[config.mk]
export PLATFORM = sky130hd
export DESIGN_NAME = ram_arbiter_flat
export DESIGN_NICKNAME = d
export VERILOG_FILES = /design/src/rtl/ram_arbiter_if.sv /design/src/rtl/ram_arbiter.sv /design/src/flat_wrapper.sv
export SDC_FILE = /design/constraint.sdc
export NUM_CORES = 1
export LEC_CHECK = 0
export CORE_MARGIN = 5
export CORE_UTILIZATION = 25
export DETAILED_ROUTE_END_ITERATION = 10
export PLACE_DENSITY = 0.72
export SYNTH_ARGS = -nofsm -noshare
export SYNTH_HDL_FRONTEND = slang
export SYNTH_SLANG_ARGS = --single-unit
[constraint.sdc]
create_clock -name clk -period 2.71 [get_ports clk]
set_input_delay 0.271 -clock clk [delete_from_list [all_inputs] [get_ports clk]]
set_output_delay 0.271 -clock clk [all_outputs]
set_load 0.01 [all_outputs]
[src/rtl/ram_arbiter_if.sv]
// Bundle of requester handshakes and RAM command/data signals seen by the
// ram_arbiter. The slave side is the arbiter; the master side is everything
// around it (both requesters plus the RAM).
interface ram_arbiter_if #(
    parameter int D_WIDTH = 32,
    parameter int A_WIDTH = 5
);
    logic               p0_req_valid;
    logic               p0_req_ready;
    logic               p0_req_we;
    logic [A_WIDTH-1:0] p0_req_addr;
    logic [D_WIDTH-1:0] p0_req_wdata;
    logic               p0_rsp_valid;
    logic [D_WIDTH-1:0] p0_rsp_data;

    logic               p1_req_valid;
    logic               p1_req_ready;
    logic               p1_req_we;
    logic [A_WIDTH-1:0] p1_req_addr;
    logic [D_WIDTH-1:0] p1_req_wdata;
    logic               p1_rsp_valid;
    logic [D_WIDTH-1:0] p1_rsp_data;

    logic               ram_write_en;
    logic [A_WIDTH-1:0] ram_write_addr;
    logic [D_WIDTH-1:0] ram_write_data;
    logic               ram_read_en;
    logic [A_WIDTH-1:0] ram_read_addr;
    logic [D_WIDTH-1:0] ram_read_data;

    modport slave (
        input  p0_req_valid, p0_req_we, p0_req_addr, p0_req_wdata,
        output p0_req_ready, p0_rsp_valid, p0_rsp_data,
        input  p1_req_valid, p1_req_we, p1_req_addr, p1_req_wdata,
        output p1_req_ready, p1_rsp_valid, p1_rsp_data,
        output ram_write_en, ram_write_addr, ram_write_data,
        output ram_read_en, ram_read_addr,
        input  ram_read_data
    );

    modport master (
        output p0_req_valid, p0_req_we, p0_req_addr, p0_req_wdata,
        input  p0_req_ready, p0_rsp_valid, p0_rsp_data,
        output p1_req_valid, p1_req_we, p1_req_addr, p1_req_wdata,
        input  p1_req_ready, p1_rsp_valid, p1_rsp_data,
        input  ram_write_en, ram_write_addr, ram_write_data,
        input  ram_read_en, ram_read_addr,
        output ram_read_data
    );
endinterface

[src/rtl/ram_arbiter.sv]
// Two-requester arbiter/sequencer in front of a single-clock dual-port RAM.
// A read and a write to different addresses from different ports are granted
// together; every other contention is resolved by a round-robin pointer.
// Commands are registered onto the RAM ports, and read data is steered back
// to the issuing port two cycles after acceptance.
module ram_arbiter #(
    parameter int D_WIDTH = 32,
    parameter int A_WIDTH = 5
) (
    input  logic         clk,
    input  logic         rst,
    ram_arbiter_if.slave bus
);

    logic               w_v0;
    logic               w_v1;
    logic               w_dual;
    logic               w_g0;
    logic               w_g1;
    logic               w_wr_go;
    logic               w_wr_sel1;
    logic               w_rd_go;
    logic               w_rd_sel1;

    logic               r_prio;
    logic               r_wr_en_p1;
    logic [A_WIDTH-1:0] r_wr_addr_p1;
    logic [D_WIDTH-1:0] r_wr_data_p1;
    logic               r_rd_en_p1;
    logic [A_WIDTH-1:0] r_rd_addr_p1;
    logic               r_rd_owner_p1;
    logic               r_rsp_pend_p2;
    logic               r_rsp_owner_p2;

    // Grant decision: single requester wins outright, a read/write pair to
    // different addresses is granted together, anything else goes to prio.
    always_comb begin
        w_v0      = bus.p0_req_valid;
        w_v1      = bus.p1_req_valid;
        w_dual    = w_v0 && w_v1 &&
                    (bus.p0_req_we != bus.p1_req_we) &&
                    (bus.p0_req_addr != bus.p1_req_addr);
        w_g0      = !rst && w_v0 && (!w_v1 || w_dual || !r_prio);
        w_g1      = !rst && w_v1 && (!w_v0 || w_dual ||  r_prio);
        w_wr_sel1 = w_g1 && bus.p1_req_we;
        w_wr_go   = (w_g0 && bus.p0_req_we) || w_wr_sel1;
        w_rd_sel1 = w_g1 && !bus.p1_req_we;
        w_rd_go   = (w_g0 && !bus.p0_req_we) || w_rd_sel1;
    end

    assign bus.p0_req_ready = w_g0;
    assign bus.p1_req_ready = w_g1;

    // Round-robin pointer: a lone grant hands priority to the other port;
    // dual grants and idle cycles leave it alone.
    always_ff @(posedge clk) begin
        if (rst) begin
            r_prio <= 1'b0;
        end else if (w_g0 != w_g1) begin
            r_prio <= w_g0;
        end
    end

    // Command stage (p1): register granted write/read onto the RAM ports.
    always_ff @(posedge clk) begin
        if (rst) begin
            r_wr_en_p1    <= 1'b0;
            r_wr_addr_p1  <= '0;
            r_wr_data_p1  <= '0;
            r_rd_en_p1    <= 1'b0;
            r_rd_addr_p1  <= '0;
            r_rd_owner_p1 <= 1'b0;
        end else begin
            r_wr_en_p1 <= w_wr_go;
            if (w_wr_go) begin
                r_wr_addr_p1 <= w_wr_sel1 ? bus.p1_req_addr  : bus.p0_req_addr;
                r_wr_data_p1 <= w_wr_sel1 ? bus.p1_req_wdata : bus.p0_req_wdata;
            end
            r_rd_en_p1 <= w_rd_go;
            if (w_rd_go) begin
                r_rd_addr_p1  <= w_rd_sel1 ? bus.p1_req_addr : bus.p0_req_addr;
                r_rd_owner_p1 <= w_rd_sel1;
            end
        end
    end

    // Response stage (p2): track which port the RAM read data belongs to.
    always_ff @(posedge clk) begin
        if (rst) begin
            r_rsp_pend_p2  <= 1'b0;
            r_rsp_owner_p2 <= 1'b0;
        end else begin
            r_rsp_pend_p2  <= r_rd_en_p1;
            r_rsp_owner_p2 <= r_rd_owner_p1;
        end
    end

    assign bus.ram_write_en   = r_wr_en_p1;
    assign bus.ram_write_addr = r_wr_addr_p1;
    assign bus.ram_write_data = r_wr_data_p1;
    assign bus.ram_read_en    = r_rd_en_p1;
    assign bus.ram_read_addr  = r_rd_addr_p1;

    // Responses are suppressed while reset is held so nothing leaks out of
    // a pipeline that is being flushed.
    assign bus.p0_rsp_valid = !rst && r_rsp_pend_p2 && !r_rsp_owner_p2;
    assign bus.p1_rsp_valid = !rst && r_rsp_pend_p2 &&  r_rsp_owner_p2;
    assign bus.p0_rsp_data  = bus.ram_read_data;
    assign bus.p1_rsp_data  = bus.ram_read_data;

endmodule

[src/flat_wrapper.sv]
// flat-port wrapper written by rule: the top's interface ports become plain ports
module ram_arbiter_flat 
#(
    parameter int D_WIDTH = 32,
    parameter int A_WIDTH = 5
)
  (clk, rst, bus_p0_req_valid, bus_p0_req_we, bus_p0_req_addr, bus_p0_req_wdata, bus_p0_req_ready, bus_p0_rsp_valid, bus_p0_rsp_data, bus_p1_req_valid, bus_p1_req_we, bus_p1_req_addr, bus_p1_req_wdata, bus_p1_req_ready, bus_p1_rsp_valid, bus_p1_rsp_data, bus_ram_write_en, bus_ram_write_addr, bus_ram_write_data, bus_ram_read_en, bus_ram_read_addr, bus_ram_read_data);
  ram_arbiter_if #(.D_WIDTH(D_WIDTH), .A_WIDTH(A_WIDTH)) bus_i ();
  input  logic clk;
  input  logic rst;
  input wire logic [$bits(bus_i.p0_req_valid)-1:0] bus_p0_req_valid;
  input wire logic [$bits(bus_i.p0_req_we)-1:0] bus_p0_req_we;
  input wire logic [$bits(bus_i.p0_req_addr)-1:0] bus_p0_req_addr;
  input wire logic [$bits(bus_i.p0_req_wdata)-1:0] bus_p0_req_wdata;
  output wire logic [$bits(bus_i.p0_req_ready)-1:0] bus_p0_req_ready;
  output wire logic [$bits(bus_i.p0_rsp_valid)-1:0] bus_p0_rsp_valid;
  output wire logic [$bits(bus_i.p0_rsp_data)-1:0] bus_p0_rsp_data;
  input wire logic [$bits(bus_i.p1_req_valid)-1:0] bus_p1_req_valid;
  input wire logic [$bits(bus_i.p1_req_we)-1:0] bus_p1_req_we;
  input wire logic [$bits(bus_i.p1_req_addr)-1:0] bus_p1_req_addr;
  input wire logic [$bits(bus_i.p1_req_wdata)-1:0] bus_p1_req_wdata;
  output wire logic [$bits(bus_i.p1_req_ready)-1:0] bus_p1_req_ready;
  output wire logic [$bits(bus_i.p1_rsp_valid)-1:0] bus_p1_rsp_valid;
  output wire logic [$bits(bus_i.p1_rsp_data)-1:0] bus_p1_rsp_data;
  output wire logic [$bits(bus_i.ram_write_en)-1:0] bus_ram_write_en;
  output wire logic [$bits(bus_i.ram_write_addr)-1:0] bus_ram_write_addr;
  output wire logic [$bits(bus_i.ram_write_data)-1:0] bus_ram_write_data;
  output wire logic [$bits(bus_i.ram_read_en)-1:0] bus_ram_read_en;
  output wire logic [$bits(bus_i.ram_read_addr)-1:0] bus_ram_read_addr;
  input wire logic [$bits(bus_i.ram_read_data)-1:0] bus_ram_read_data;
  assign bus_i.p0_req_valid = bus_p0_req_valid;
  assign bus_i.p0_req_we = bus_p0_req_we;
  assign bus_i.p0_req_addr = bus_p0_req_addr;
  assign bus_i.p0_req_wdata = bus_p0_req_wdata;
  assign bus_p0_req_ready = bus_i.p0_req_ready;
  assign bus_p0_rsp_valid = bus_i.p0_rsp_valid;
  assign bus_p0_rsp_data = bus_i.p0_rsp_data;
  assign bus_i.p1_req_valid = bus_p1_req_valid;
  assign bus_i.p1_req_we = bus_p1_req_we;
  assign bus_i.p1_req_addr = bus_p1_req_addr;
  assign bus_i.p1_req_wdata = bus_p1_req_wdata;
  assign bus_p1_req_ready = bus_i.p1_req_ready;
  assign bus_p1_rsp_valid = bus_i.p1_rsp_valid;
  assign bus_p1_rsp_data = bus_i.p1_rsp_data;
  assign bus_ram_write_en = bus_i.ram_write_en;
  assign bus_ram_write_addr = bus_i.ram_write_addr;
  assign bus_ram_write_data = bus_i.ram_write_data;
  assign bus_ram_read_en = bus_i.ram_read_en;
  assign bus_ram_read_addr = bus_i.ram_read_addr;
  assign bus_i.ram_read_data = bus_ram_read_data;
  ram_arbiter #(.D_WIDTH(D_WIDTH), .A_WIDTH(A_WIDTH)) u_core (.clk(clk), .rst(rst), .bus(bus_i));
endmodule
* Word level (Yosys, flattened, before mapping) *
Cells that the tools add are included.

word-level totals
  flip-flop bits (word level) = 48
  input port bits = 112

operators by class
  equality and inequality tests = 3
  multiplexer cells = 3
  reductions and logical operators = 27

operator list
  operator           number
  32-bit 2-to-1 mux  1
  1-bit logical AND  14
  5-bit 2-to-1 mux   2
  1-bit logical NOT  7
  1-bit logical OR   6
  5-bit != test      1
  1-bit != test      2

* Depth between registers and ports, before layout *
Gate-level depths: netlist of the first run.

  depth in word-level cells = 8
  mapped depth = 8
  depth with buffers taken out = 6

* Worst setup path before layout of the first run *
Ideal clock, no wire load.

  path kind = register -> register
  start = register u_core.r_prio
  end = register u_core.r_wr_addr_p1[0], in the netlist u_core.bus.ram_write_addr[0]
  library setup time = 141 ps
  arrival = 1659 ps
  slack = 910 ps
  stages on the path, launching flop included = 8
  path buffers = 1
  clock period less this slack = 1800 ps
  cell sequence = dfxtp_1 inv_2 or4_4 o21ai_4 inv_4 buf_4 nand3_1 a311oi_2

between the ends
  word-level cells in the longest chain between the ends = 5
  elaborated cells between the ends (all ways) = 9

RTL lines
  element                     RTL line            RTL
  start, declared             ram_arbiter.sv:25   logic r_prio;
  start signal, assigned      ram_arbiter.sv:60   r_prio <= w_g0;
  1-bit logical NOT           ram_arbiter.sv:43   w_g0 = !rst && w_v0 && (!w_v1 || w_dual || !r_prio);
  1-bit logical OR            ram_arbiter.sv:43
  1-bit logical AND           ram_arbiter.sv:43
  named net bus_p0_req_ready  flat_wrapper.sv:15  output wire logic [$bits(bus_i.p0_req_ready)-1:0] bus_p0_req_ready;
  1-bit logical AND           ram_arbiter.sv:46   w_wr_go = (w_g0 && bus.p0_req_we) || w_wr_sel1;
  1-bit logical OR            ram_arbiter.sv:46
  end signal, assigned        ram_arbiter.sv:76   r_wr_addr_p1 <= w_wr_sel1 ? bus.p1_req_addr : bus.p0_req_addr;
  end, declared               ram_arbiter.sv:27   logic [A_WIDTH-1:0] r_wr_addr_p1;

The timed path passes the listed nets, and every way through them passes these cells.
A chain may end at the register's enable or synchronous reset.

* Worst setup path after layout of the first run *
  start = input port bus_p1_req_addr[3]
  end = output port bus_p0_req_ready

between the ends
  word-level cells in the longest chain between the ends = 5

RTL lines
  element                         RTL line            RTL
  start, declared                 flat_wrapper.sv:20  input wire logic [$bits(bus_i.p1_req_addr)-1:0] bus_p1_req_addr;
  5-bit != test                   ram_arbiter.sv:42   (bus.p0_req_addr != bus.p1_req_addr);
  1-bit logical AND               ram_arbiter.sv:41   (bus.p0_req_we != bus.p1_req_we) &&
  1-bit logical OR (2 in series)  ram_arbiter.sv:43
  1-bit logical AND               ram_arbiter.sv:43
  end, declared                   flat_wrapper.sv:15

No other way between the ends.

==> results.ini, run 1 <==
[run_status]
status = completed

[clock_network]
cts_resized = 0
cts_sinks = 48
cts.reportedPaths.clkPinSlew_ns = 0.07
cts_buffer_depth = 2
cts_htree_levels = 2
cts_tree = done
clock-root-buffer = clkbuf_16
clk_latency_ns = 0.29
cts_setup_buffers = 0
holdBufCountCts = 0
cts_buffers = 5

[critical_path]
cp_max_fo = 3
required_ns = 2.44
cp.arrival_ns = 2.16
critPathLaunchType = input port
endpoint_kind = output port
worstSetupPathType = in -> out

[drt]
drt_first_pass_iters = 5
drc_errors = 0
vias = 2855
drt_iter0_drc = 139
antenna_left = 0
wl_per_cell_um = 18.2
vias_per_cell = 5.19
routed_wl_um = 10000

[power_and_ir_drop]
clkPwrFrac_pct = 33.7
p_leak_nw = 1.29
p_switching_uw = 529
sw_frac_of_total_pct = 27.6
seqPwrFrac_pct = 41.0
ir_drop_mv = 0.269
p_per_area_nw_per_um2 = 471
intPower_mw = 1.38
power.total_mw = 1.91
combinationalPowerShare_pct = 25.3

[final_layout]
syn2layout_area_growth_pct = 34.4
nFillCells = 1236
drive_gt1_share_pct = 12.9
nNetsFinal = 514
utilization_pct = 34.0
num_antenna_cells = 0
stdcell_count = 550

[synth]
synthFlopType = dfxtp_1
yosys.area.top_type = dfxtp_1
synth_fp_nets = 465
synth_edf_count = 0
synth_adder_area_share_pct = 0
synthArstFlopShare_pct = 0
synthMuxAreaShare_pct = 0.372
yosys.area_share.simple_pct = 16.8
synthDistinctLibCells = 30
synth_warnings = 0
synth_top_family_by_area = compound AO/OA/AOI/OAI gates
syn-cell-area_um2 = 3030
synth_compound_area_share_pct = 25.8
syn_avg_cell_area_um2 = 8.57
ys_seq_elements = 48
synthCells = 353
synth_top_area_share_pct = 31.7
yosysSeqAreaShare_pct = 31.7
synth_xor_area_share_pct = 1.74
synthTopCellsByArea = dfxtp_1 (32%), buf_4 (17%), a311oi_2 (10%)

[timing]
rsz0062_at_grt = no
post-route-period-util_pct = 89.7
max_freq_mhz = 411
tns_ns = 0
tightest_slew_ns = 0.626
setup_viol = 0
hold_slack_ns = 0.226
finClkSkew_ns = 0.00480
hold_violations = 0
slew_headroom_pct = 58.3
finalMaxSlewViolations = 0
fin_crit_ns = 2.43

[flow_run]
cap_violations = 0

[placement]
dp_cells = 542
dpl.hpwl_um = 7210
io_buffers = 127
gp_congestion = 0.825

[die]
ios = 224
core-area_um2 = 12000
die-area_um2 = 14400
start_util_pct = 25.3
die_h_um = 120
rows = 40
die_x_um = 120

[global_route]
grtUsageTotal_pct = 13.5
grt.overflow.total = 0
grt_pass1_vias = 2994
grt_max_degree = 45
grt_pass1_wl_um = 15900
antenna_found_initial = 0

[min_path]
hp-class = in -> reg

worst paths after layout:
| path | start | end | slack [ns] | cells past startpoint |
|---|---|---|---|---|
| worst max-delay path | bus_p1_req_addr[3] | bus_p0_req_ready | 0.28 | 6 |
| worst min-delay path | rst | u_core.r_rsp_pend_p2$_SDFF_PP0_ | 0.23 | 2 |
| worst max register to register | u_core.r_prio$_SDFFE_PP0P_ | u_core.bus.ram_write_data[8]$_SDFFE_PP0P_ | 0.69 | 6 |
| worst min register to register | u_core.r_rd_owner_p1$_SDFFE_PP0P_ | u_core.r_rsp_owner_p2$_SDFF_PP0_ | 0.47 | 1 |
flip-flops by register name (all words and copies together) (netlist names):
name / count
u_core.bus.ram_write_addr: 5
u_core.r_prio: 1
u_core.bus.ram_write_data: 32
u_core.r_rd_owner_p1: 1
u_core.bus.ram_read_addr: 5
u_core.bus.ram_read_en: 1
u_core.r_rsp_owner_p2: 1
u_core.bus.ram_write_en: 1
u_core.r_rsp_pend_p2: 1
final cells by class:
class	instances	area (um^2)	area share [%]
Clock buffer	6	139	3.42
Clock inverter	2	13.8	0.338
Inverter	7	28.8	0.708
Multi-Input combinational cell	199	1360	33.5
Sequential cell	48	961	23.6
Tap cell	147	184	4.52
Timing Repair Buffer	141	1380	33.9
synth_stat cells, types with 2 or more instances:
cell	n
buf_4	69
dfxtp_1	48
nand3_1	43
nor3_1	42
o21ai_0	28
a311oi_1	23
a311oi_2	21
clkbuf_1	18
o21ai_1	17
buf_2	6
buf_6	6
inv_1	5
nand2_1	4
xnor2_1	4
nand2b_1	2
nor2b_1	2
xor2_1	2
power by group through the flow:
stage	clock, mW	combinational [mW]	sequential [mW]
3_3_place_gp	0	0.476	0.797
4_1_cts	0.681	0.487	0.784
5_1_grt	0.704	0.520	0.789
3_5_place_dp	0	0.485	0.799
6_report	0.645	0.484	0.784
2_1_floorplan	0	0.292	0.816
per-layer routing:
layer,global-route usage [%],wire length (um),vias to the layer above
met4,5.08,239,0
met5,0,0,-
met3,3.39,798,27
li1,-,-,1333
met2,23.5,4940,137
met1,15.8,4010,1358
cells in the final DEF, fill, tap and decap left out, types with 4 or more instances in the layout:
cell type	count
xnor2_1	4
o21ai_1	17
clkdlybuf4s50_1	125
inv_1	5
a311oi_1	23
o21ai_0	28
nor3_1	42
a311oi_2	21
clkbuf_16	5
dfxtp_1	48
nand2_1	4
buf_4	13
nand3_1	43
worst max-delay path, stage by stage:
cell and delay [ns]:
clkdlybuf4s50_1 0.47, xor2_1 0.21, or4_4 0.50, o21ai_4 0.19, inv_4 0.04, clkdlybuf4s50_1 0.47
stage by stage:
step,setup WS (ns),instance area [um^2]
final,0.278,4070
after floorplan,0.910,3030
after global routing,0.221,4070
after global placement,0.289,3910
after detailed placement,0.224,3910
after CTS,0.289,4070
kinds of logic after synthesis:
group                     after synthesis
muxes                                   1
xor gates and xnor gates                6
buffers and inverters                 106
DFF                                    48
AOI/OAI and AO/OA                      93
and+or+nand+nor                        99
(Power assumes the default switching activity.)
==> run 2: changes to the inputs <==
--- a/config.mk
+++ b/config.mk
@@ -7,8 +7,10 @@
 export LEC_CHECK = 0
 export CORE_MARGIN = 5
 export CORE_UTILIZATION = 25
+export CTS_CLUSTER_SIZE = 24
 export DETAILED_ROUTE_END_ITERATION = 10
 export PLACE_DENSITY = 0.72
+export SLEW_MARGIN = 20
 export SYNTH_ARGS = -nofsm -noshare
 export SYNTH_HDL_FRONTEND = slang
 export SYNTH_SLANG_ARGS = --single-unit
==> results of run 2 <==
No change in the layout: final DEF, timing and power equal those of run 1.
==> run 3: changes to the inputs <==
--- a/config.mk
+++ b/config.mk
@@ -7,6 +7,7 @@
 export LEC_CHECK = 0
 export CORE_MARGIN = 5
 export CORE_UTILIZATION = 25
+export CTS_CLUSTER_DIAMETER = 60
 export CTS_CLUSTER_SIZE = 24
 export DETAILED_ROUTE_END_ITERATION = 10
 export PLACE_DENSITY = 0.72
==> results of run 3 <==
No change in the layout: final DEF, timing and power equal those of run 1.
